===== src/rtl/systolic_feeder.sv =====
`default_nettype none
// ============================================================================
// Module      : systolic_feeder
// Description : Transmit-side driver for an N x N output-stationary PE array.
//               Buffers one A tile and one B tile (row-major load beats).
//               On start it clears the array for one cycle. It then streams
//               skewed, zero-padded operands onto the west edge (A rows) and
//               the north edge (B columns). After a drain window it pulses
//               done.
// Ports       : clk, rst_n        - clock, synchronous active-low reset
//               in_valid/in_ready - tile load handshake
//               in_a, in_b        - A / B element of the current load beat
//               start             - begin streaming the loaded tile
//               west_data         - slice i drives PE row i
//               north_data        - slice j drives PE column j
//               arr_rst_n         - synchronous active-low PE array clear
//               busy, done        - activity flag, one-cycle completion pulse
// Options     : FEEDER_HOLD_TILE_EN - keep the tile after done for replay and
//               allow a new load to start from ARMED
// Revision    : 1.0 - initial release
// ============================================================================
module systolic_feeder #(
  parameter int BIT_WIDTH = 16,
  parameter int N         = 4,
  parameter int DRAIN_CYC = 10
) (
  input  logic                   clk,
  input  logic                   rst_n,
  input  logic                   in_valid,
  output logic                   in_ready,
  input  logic [BIT_WIDTH-1:0]   in_a,
  input  logic [BIT_WIDTH-1:0]   in_b,
  input  logic                   start,
  output logic [N*BIT_WIDTH-1:0] west_data,
  output logic [N*BIT_WIDTH-1:0] north_data,
  output logic                   arr_rst_n,
  output logic                   busy,
  output logic                   done
);

  localparam int NN         = N * N;
  localparam int BEAT_W     = (NN > 1) ? $clog2(NN) : 1;
  localparam int STREAM_LEN = 3 * N - 2;
  localparam int CNT_MAX    = (STREAM_LEN > DRAIN_CYC) ? STREAM_LEN : DRAIN_CYC;
  localparam int CNT_W      = (CNT_MAX > 1) ? $clog2(CNT_MAX) : 1;

  localparam logic [BEAT_W-1:0] BEAT_LAST   = BEAT_W'(NN - 1);
  localparam logic [CNT_W-1:0]  STREAM_LAST = CNT_W'(STREAM_LEN - 1);
  localparam logic [CNT_W-1:0]  DRAIN_LAST  = CNT_W'(DRAIN_CYC - 1);

  typedef enum logic [2:0] {
    S_LOAD   = 3'd0,
    S_ARMED  = 3'd1,
    S_CLEAR  = 3'd2,
    S_STREAM = 3'd3,
    S_DRAIN  = 3'd4,
    S_DONE   = 3'd5
  } state_t;

  state_t                 state_q, state_d;
  logic [BEAT_W-1:0]      beat_q, beat_d;
  logic [CNT_W-1:0]       cnt_q, cnt_d;
  logic [N*BIT_WIDTH-1:0] west_q, west_d;
  logic [N*BIT_WIDTH-1:0] north_q, north_d;
  logic                   arr_rst_n_q, arr_rst_n_d;
  logic                   busy_q, busy_d;
  logic                   done_q, done_d;
  logic                   in_ready_q, in_ready_d;
  logic                   accept;

  // Tile storage, row-major: element [r][c] lives at index r*N+c.
  logic [BIT_WIDTH-1:0] a_q [NN];
  logic [BIT_WIDTH-1:0] b_q [NN];

`ifdef FEEDER_HOLD_TILE_EN
  // A start in ARMED takes priority over a load beat offered in the same cycle.
  assign in_ready = in_ready_q & ~((state_q == S_ARMED) & start);
`else
  assign in_ready = in_ready_q;
`endif

  assign accept     = in_valid & in_ready;
  assign west_data  = west_q;
  assign north_data = north_q;
  assign arr_rst_n  = arr_rst_n_q;
  assign busy       = busy_q;
  assign done       = done_q;

  // Next state and counters.
  always_comb begin
    state_d = state_q;
    beat_d  = beat_q;
    cnt_d   = cnt_q;
    case (state_q)
      S_LOAD: begin
        if (accept) begin
          if (beat_q == BEAT_LAST) begin
            beat_d  = '0;
            state_d = S_ARMED;
          end else begin
            beat_d = beat_q + 1'b1;
          end
        end
      end
      S_ARMED: begin
        if (start) begin
          state_d = S_CLEAR;
          cnt_d   = '0;
        end else if (accept) begin
          // Only reachable with tile hold enabled: this is beat 0 of a new tile.
          if (beat_q == BEAT_LAST) begin
            beat_d = '0;
          end else begin
            beat_d  = beat_q + 1'b1;
            state_d = S_LOAD;
          end
        end
      end
      S_CLEAR: begin
        state_d = S_STREAM;
        cnt_d   = '0;
      end
      S_STREAM: begin
        if (cnt_q == STREAM_LAST) begin
          state_d = S_DRAIN;
          cnt_d   = '0;
        end else begin
          cnt_d = cnt_q + 1'b1;
        end
      end
      S_DRAIN: begin
        if (cnt_q == DRAIN_LAST) begin
          state_d = S_DONE;
          cnt_d   = '0;
        end else begin
          cnt_d = cnt_q + 1'b1;
        end
      end
      S_DONE: begin
        beat_d = '0;
`ifdef FEEDER_HOLD_TILE_EN
        state_d = S_ARMED;
`else
        state_d = S_LOAD;
`endif
      end
      default: begin
        state_d = S_LOAD;
        beat_d  = '0;
        cnt_d   = '0;
      end
    endcase
  end

  // Status outputs are registered from the next state so they line up with
  // state_q while still taking their reset values during reset.
  always_comb begin
    arr_rst_n_d = (state_d != S_CLEAR);
    busy_d      = (state_d == S_CLEAR) || (state_d == S_STREAM) || (state_d == S_DRAIN);
    done_d      = (state_d == S_DONE);
`ifdef FEEDER_HOLD_TILE_EN
    in_ready_d  = (state_d == S_LOAD) || (state_d == S_ARMED);
`else
    in_ready_d  = (state_d == S_LOAD);
`endif
  end

  // Skewed edge operands for the upcoming stream beat t = cnt_d.
  // Row i sees A[i][t-i]; column j sees B[t-j][j]; zero outside the window.
  always_comb begin
    int t;
    west_d  = '0;
    north_d = '0;
    t       = int'(cnt_d);
    if (state_d == S_STREAM) begin
      for (int i = 0; i < N; i++) begin
        if ((t >= i) && (t - i < N)) begin
          west_d[i*BIT_WIDTH +: BIT_WIDTH]  = a_q[BEAT_W'(i * N + (t - i))];
          north_d[i*BIT_WIDTH +: BIT_WIDTH] = b_q[BEAT_W'((t - i) * N + i)];
        end
      end
    end
  end

  always_ff @(posedge clk) begin
    if (!rst_n) begin
      state_q     <= S_LOAD;
      beat_q      <= '0;
      cnt_q       <= '0;
      west_q      <= '0;
      north_q     <= '0;
      arr_rst_n_q <= 1'b0;
      busy_q      <= 1'b0;
      done_q      <= 1'b0;
      in_ready_q  <= 1'b0;
    end else begin
      state_q     <= state_d;
      beat_q      <= beat_d;
      cnt_q       <= cnt_d;
      west_q      <= west_d;
      north_q     <= north_d;
      arr_rst_n_q <= arr_rst_n_d;
      busy_q      <= busy_d;
      done_q      <= done_d;
      in_ready_q  <= in_ready_d;
    end
  end

  // Tile storage has no reset; a reset only abandons the load in progress.
  always_ff @(posedge clk) begin
    if (accept && rst_n) begin
      a_q[beat_q] <= in_a;
      b_q[beat_q] <= in_b;
    end
  end

endmodule
`default_nettype wire


===== config.mk =====
export PLATFORM = sky130hd
export DESIGN_NAME = systolic_feeder
export DESIGN_NICKNAME = d
export VERILOG_FILES = /design/src/rtl/systolic_feeder.sv
export SDC_FILE = /design/constraint.sdc
export NUM_CORES = 1
export LEC_CHECK = 0
export CAP_MARGIN = 20
export CORE_ASPECT_RATIO = 1.75
export CORE_MARGIN = 2
export CORE_UTILIZATION = 29
export CTS_CLUSTER_DIAMETER = 150
export DETAILED_ROUTE_END_ITERATION = 7
export GPL_TIMING_DRIVEN = 0
export SETUP_SLACK_MARGIN = 0.02
export SYNTH_ARGS = -nofsm -noshare
export SYNTH_HDL_FRONTEND = slang
export SYNTH_SLANG_ARGS = --single-unit

===== constraint.sdc =====
create_clock -name clk -period 6.5 [get_ports clk]
set_input_delay 0.65 -clock clk [delete_from_list [all_inputs] [get_ports clk]]
set_output_delay 0.65 -clock clk [all_outputs]
set_load 0.05 [all_outputs]

== Word level (Yosys, flattened, before mapping) ==
Memory sizes are Yosys's and may differ from the RTL's. A register that Yosys moved wholly into a read port is not among the register bits.
Cells that the tools add are included.
Operators by class
  add/subtract/negate cells: 11
  $lt $le $gt $ge: 7
  equal/unequal tests: 13
  mux-type cells: 17
  bitwise operators: 2
  reduce and logical (&&, ||, !) cells: 24
Operator list (count)
  4-bit case mux with 3 select lines: 2
  3-bit 2-to-1 mux: 7
  4-bit 2-to-1 mux: 5
  5-bit by 4-bit < comparator with 1-bit output, second input constant: 3
  3-bit case mux with 5 select lines: 1
  3-bit by 2-bit equality test with 1-bit output, second input constant: 4
  3-bit equality test, second input constant: 4
  3-bit AND reduction: 4
  4-bit by 2-bit subtractor with 5-bit output, second input constant: 2
  4-bit by 1-bit adder with 4-bit output, second input constant: 2
  4-bit by 3-bit adder with 4-bit output, second input constant: 2
  4-bit adder, first input constant: 2
  4-bit equality test, second input constant: 2
  4-bit by 2-bit >= comparator with 1-bit output, second input constant: 2
  1-bit logical NOT: 8
  3-bit logical NOT: 2
  4-bit by 1-bit subtractor with 5-bit output, second input constant: 1
  3-bit by 4-bit adder with 4-bit output, first input constant: 1
  4-bit by 2-bit adder with 4-bit output, second input constant: 1
  4-bit by 1-bit >= comparator with 1-bit output, second input constant: 1
  1-bit logical AND: 4
  4-bit by 3-bit < comparator with 1-bit output, second input constant: 1
  2-bit OR reduction: 2
  3-bit by 1-bit equality test with 1-bit output, second input constant: 1
  8 further kinds: 10
Storage, ports and cells
  flip-flop bits (word level): 15
  memory bits (writable): 512
  input bits: 36
  output and inout port bits: 132
  word-level logic and storage cells: 83
  memories: 2
Memories
  a_q: depth 16, width 16, read ports 4, clocked after memory_dff 4, wr ports 1, RTL line 72  | logic [BIT_WIDTH-1:0] a_q [NN];
  b_q: depth 16, width 16, read ports 4, clocked after memory_dff 4, wr ports 1, RTL line 73  | logic [BIT_WIDTH-1:0] b_q [NN];

== Logic depth before layout (Yosys ltp) ==
  depth after elaboration: 8
  mapped depth: 19
  gate-level depth less buffers: 12

== Worst setup path before layout ==
OpenSTA, ideal clock, no wires.
  path kind: input -> register
  start point: in start
  end point: reg north_q[52] (netlist: north_data[52]), read port of b_q
  setup time: 0.115 ns
  data arrival time: 4.270 ns
  required time: 6.385 ns
  setup slack: 2.115 ns
  stages: 14
  path buffers: 8
  cells stage by stage: and3b_1 nor4b_1 or2_1 buf_6 buf_4 buf_2 buf_1 ha_1 clkbuf_1 buf_1 clkbuf_1 clkbuf_1 mux4_2 and2_1
On the way
  word-level cells in the longest chain between the ends: 7
  elaborated cells between the ends (all ways): 12
  classes of those cells: 2 x add/sub; 2 x order compare; 1 x eq/ne; 4 x mux; 3 x reduce/logical
Ends and longest elaborated chain
  start: declaration: RTL line 33  | input logic start,
  4-bit 2-to-1 mux: RTL line 106  | if (start) begin
  4-bit case mux with 3 select lines: RTL line 94  | case (state_q)
  4-bit by 2-bit subtractor with 5-bit output: RTL line 179  | north_d[i*BIT_WIDTH +: BIT_WIDTH] = b_q[BEAT_W'((t - i) * N + i)];
  5-bit by 4-bit < comparator with 1-bit output: RTL line 177  | if ((t >= i) && (t - i < N)) begin
  1-bit logical AND: RTL line 177
  3-bit AND reduction (no source line)
  1-bit logical NOT (no source line)
  end: declaration: RTL line 64  | logic [N*BIT_WIDTH-1:0] north_q, north_d;
Several ways; a longest one is shown, not always the timed one.
A chain may end at the register's enable or synchronous reset.

== Worst setup path after layout ==
  start point: in start
  end point: reg west_q[24] (netlist: west_data[24]), read port of a_q
On the way
  word-level cells in the longest chain between the ends: 7
  elaborated cells between the ends (all ways): 12
  classes of those cells: 2 x add/sub; 2 x order compare; 1 x eq/ne; 4 x mux; 3 x reduce/logical
Ends and longest elaborated chain
  4-bit 2-to-1 mux: RTL line 106
  4-bit case mux with 3 select lines: RTL line 94
  4-bit by 1-bit subtractor with 5-bit output
  5-bit by 4-bit < comparator with 1-bit output: RTL line 177
  1-bit logical AND: RTL line 177
  3-bit AND reduction (no source line)
  1-bit logical NOT (no source line)
  end: declaration: RTL line 63  | logic [N*BIT_WIDTH-1:0] west_q, west_d;
Several ways; a longest one is shown, not always the timed one.

==> impl_metrics.tcl <==
set metrics [dict create \
    synthCells 1852 \
    port_buffers 167 \
    cts_tree "done" \
    ctsHoldBuffers 0 \
    cp_top_family "buffers and inverters" \
    cp_num_buf_inv 9 \
    rsz0062_at_grt "false" \
    start_util_pct 29.2 \
    clk_latency_ns 0.66 \
    cts.htree.levels 2 \
    chipHeight_um 414 \
    synth-seq-area-share_pct 65.4 \
    ys_warn_count 0 \
    clock-root-buffer "clkbuf_16" \
    worstMarginPinSlew_ns 1.28 \
    track_usage_pct 20.7 \
    crit_path_top_delay_cell "nor4b_1" \
    cap_violations 0 \
    finClkSkew_ns 0.0177 \
    final_nets 2169 \
    numCtsBuffers 60 \
    cp.depth 17 \
    clk_path_buf_depth 3 \
    r2r_slack_ns 0.13 \
    endpoint "west_data[24]$_SDFF_PN0_" \
    syn_nets 1901 \
    hold_depth 2 \
    wl_per_cell_um 30.4 \
    power_leakage_nw 11.7 \
    placed_area_um2 31800 \
    cp-end-kind "flop" \
    reg2reg_depth 16 \
    dp_cells 3273 \
    post_cts_buffers 0 \
    p_total_mw 8.85 \
    synth_area_um2 27900 \
    area_delta_synth_final_pct 21.8 \
    viasPerCell 5.39 \
    p_per_area_nw_per_um2 261 \
    fin_setup_tns_ns 0 \
    hold_violations 0 \
    layoutNonFillerInstCount 3390 \
    core_region_area_um2 95300 \
    hold_class "reg -> reg" \
    route.met3.wl_um 6810 \
    dp_hpwl_um 73500 \
    ant_nets 0 \
    synth_area_per_cell_um2 15.1 \
    routabilityCongestion 0.934 \
    cp.required_ns 6.98 \
    crit_path_start "start" \
    wl_met1_um 35000 \
    drt_iter0_markers 1662 \
    grt_pass1_wl_um 143000 \
    dr.pass1.iters 5 \
    drv_slew 0 \
    vias 18269 \
    start_kind "input port" \
    layout_commonest_cell "edfxtp_1" \
    gr-total-overflow 0 \
    fin_area_um2 34000 \
    slowest_delay_ns 0.85 \
    synthArstFlopShare_pct 0 \
    max_freq_mhz 157 \
    r2r_start "cnt_q[0]$_SDFF_PN0_" \
    fp.dieArea_um2 98700 \
    peakVddDrop_mv 0.194 \
    critical_path_class "in -> reg" \
    path_cells "clkdlybuf4s50_1, and3b_1, nor4b_1, or2_1, buf_6, buf_4, buf_2, buf_1, ha_1, clkbuf_1, inv_2, clkbuf_1, clkbuf_2, a211oi_1, o21ai_0, o21ai_0, a211oi_1" \
    post-route-period-util_pct 98.1 \
    drive_above_1_share_pct 18.9 \
    place_ws_ns -0.802 \
    routed.top_layer "met5" \
    finalSetupViolations 0 \
    timing.rr.end "west_data[24]$_SDFF_PN0_" \
    slew_headroom_pct 15.0 \
    ys.flop_type "edfxtp_1" \
    cts.sinks 655 \
    cts.clk_slew.worst_paths_ns 0.07 \
    cp_data_arrival_time_ns 6.86 \
    final_cell_mix "edfxtp_1 (512), nand2_1 (241), clkdlybuf4s50_1 (167), dfxtp_1 (143), mux4_2 (135)" \
    period_minus_slack_ns 6.38 \
    fp.dieW_um 238 \
    status "finished clean" \
    route.met2.wl_um 53300 \
    drc_errors 0 \
    synth-seq-cells 655 \
    synth_edf_count 512 \
    synth_cell_types 67 \
    grt_pass1_vias 18894 \
    row_count 150 \
    finalWirelength_um 103000 \
    antenna_found_initial 9 \
    setup_slack_ns 0.122 \
    io-pin-count 168 \
    grt_max_degree 23 \
    path_max_fanout 10 \
    n_fill_cell 9021 \
]
synth_stat cells (3+ instances only):
library cell	number	area, um2
dfxtp_1	143	2860
clkbuf_1	54	203
mux2i_1	125	1250
o311a_1	7	70.1
a221oi_1	6	52.6
nor3_1	11	55.1
edfxtp_1	512	15400
inv_1	9	33.8
and3b_1	6	52.6
nor4_1	4	25.0
and2_1	61	382
and3_1	8	50.1
o21ai_0	17	85.1
a22o_1	3	26.3
a211oi_1	40	300
o22ai_1	4	25.0
nand3_1	120	601
buf_2	24	120
xnor2_1	5	43.8
mux4_2	135	3040
ha_1	13	163
nor2_1	57	214
buf_1	15	56.3
o21a_1	3	22.5
o31a_1	4	35.0
a32oi_1	14	123
buf_4	16	120
a211oi_2	3	37.5
a311oi_1	4	35.0
a21oi_1	28	140
nand2_1	241	905
nor2b_1	55	344
mux2_2	30	338
buf_6	12	135
nand2b_1	6	37.5
a31oi_1	17	106
how the worst min path moves through the flow:
| stage | from | endpoint | slack [ns] |
|---|---|---|---|
| 3_3_place_gp | state_q[2]$_SDFF_PN0_ | arr_rst_n$_SDFF_PN0_ | 0.61 |
| 4_1_cts | b_q[15][8]$_DFFE_PP_ | north_data[56]$_SDFF_PN0_ | 0.66 |
| 6_report | state_q[2]$_SDFF_PN0_ | arr_rst_n$_SDFF_PN0_ | 0.65 |
| 3_5_place_dp | a_q[0][2]$_DFFE_PP_ | west_data[2]$_SDFF_PN0_ | 0.65 |
| 2_1_floorplan | state_q[2]$_SDFF_PN0_ | arr_rst_n$_SDFF_PN0_ | 0.53 |
| 5_1_grt | b_q[12][14]$_DFFE_PP_ | north_data[14]$_SDFF_PN0_ | 0.69 |
sequential cells by signal (all words and copies together), names as in the netlist:
register and count:
a_q 256, beat_q 4, cnt_q 4, arr_rst_n 1, b_q 256, done 1, north_data 64, west_data 64
in_ready 1, busy 1, state_q 3
worst min-delay path: stages (launching register included):
cell and delay, ns:
dfxtp_1 0.40, nor4bb_1 0.11, nor2b_1 0.11
kinds of logic after synthesis:
logic type / after synthesis / synth area share [%]
AOI/OAI and AO/OA: 168 / 4.53
xor gates and xnor gates: 8 / 0.417
adders and majority gates: 13 / 0.583
buffers and inverters: 134 / 2.47
DFF: 655 / 65.4
muxes: 290 / 16.6
and+or+nand+nor: 584 / 9.99
metal layers:
metal,global-route usage (%),vias up
li1,-,7637
met1,22.0,9305
met2,37.1,958
met3,3.74,361
met4,13.5,8
met5,0,-
report_power, final:
part	switching, mW	internal (mW)
clock	1.72	2.10
combinational	0.309	0.178
sequential	0.0127	4.53
metrics by stage:
step	hold slack (ns)	util, %
detailed placement	0.651	33.3
finish	0.650	35.6
CTS	0.660	35.6
global placement	0.609	32.6
floorplan	0.530	-
global route	0.693	35.6
what timing repair did:
action,4_1_cts,5_1_grt
setup endpoints to repair,33,41
gates resized for setup,3,26
hold endpoints to repair,0,0
cloned,0,0
final cells by class:
cell class	instances	area (um2)	share of cell area (%)
timing repair buffer	206	2260	6.67
clock buffer	76	1820	5.37
antenna	2	5.00	0.0147
multi-input combinational	1063	9070	26.7
tap	1216	1520	4.48
clock inverter	38	318	0.936
sequential	655	18200	53.7
buffer	121	666	1.96
inverter	13	53.8	0.158
Note: power is estimated with default switching activity, not from simulation.
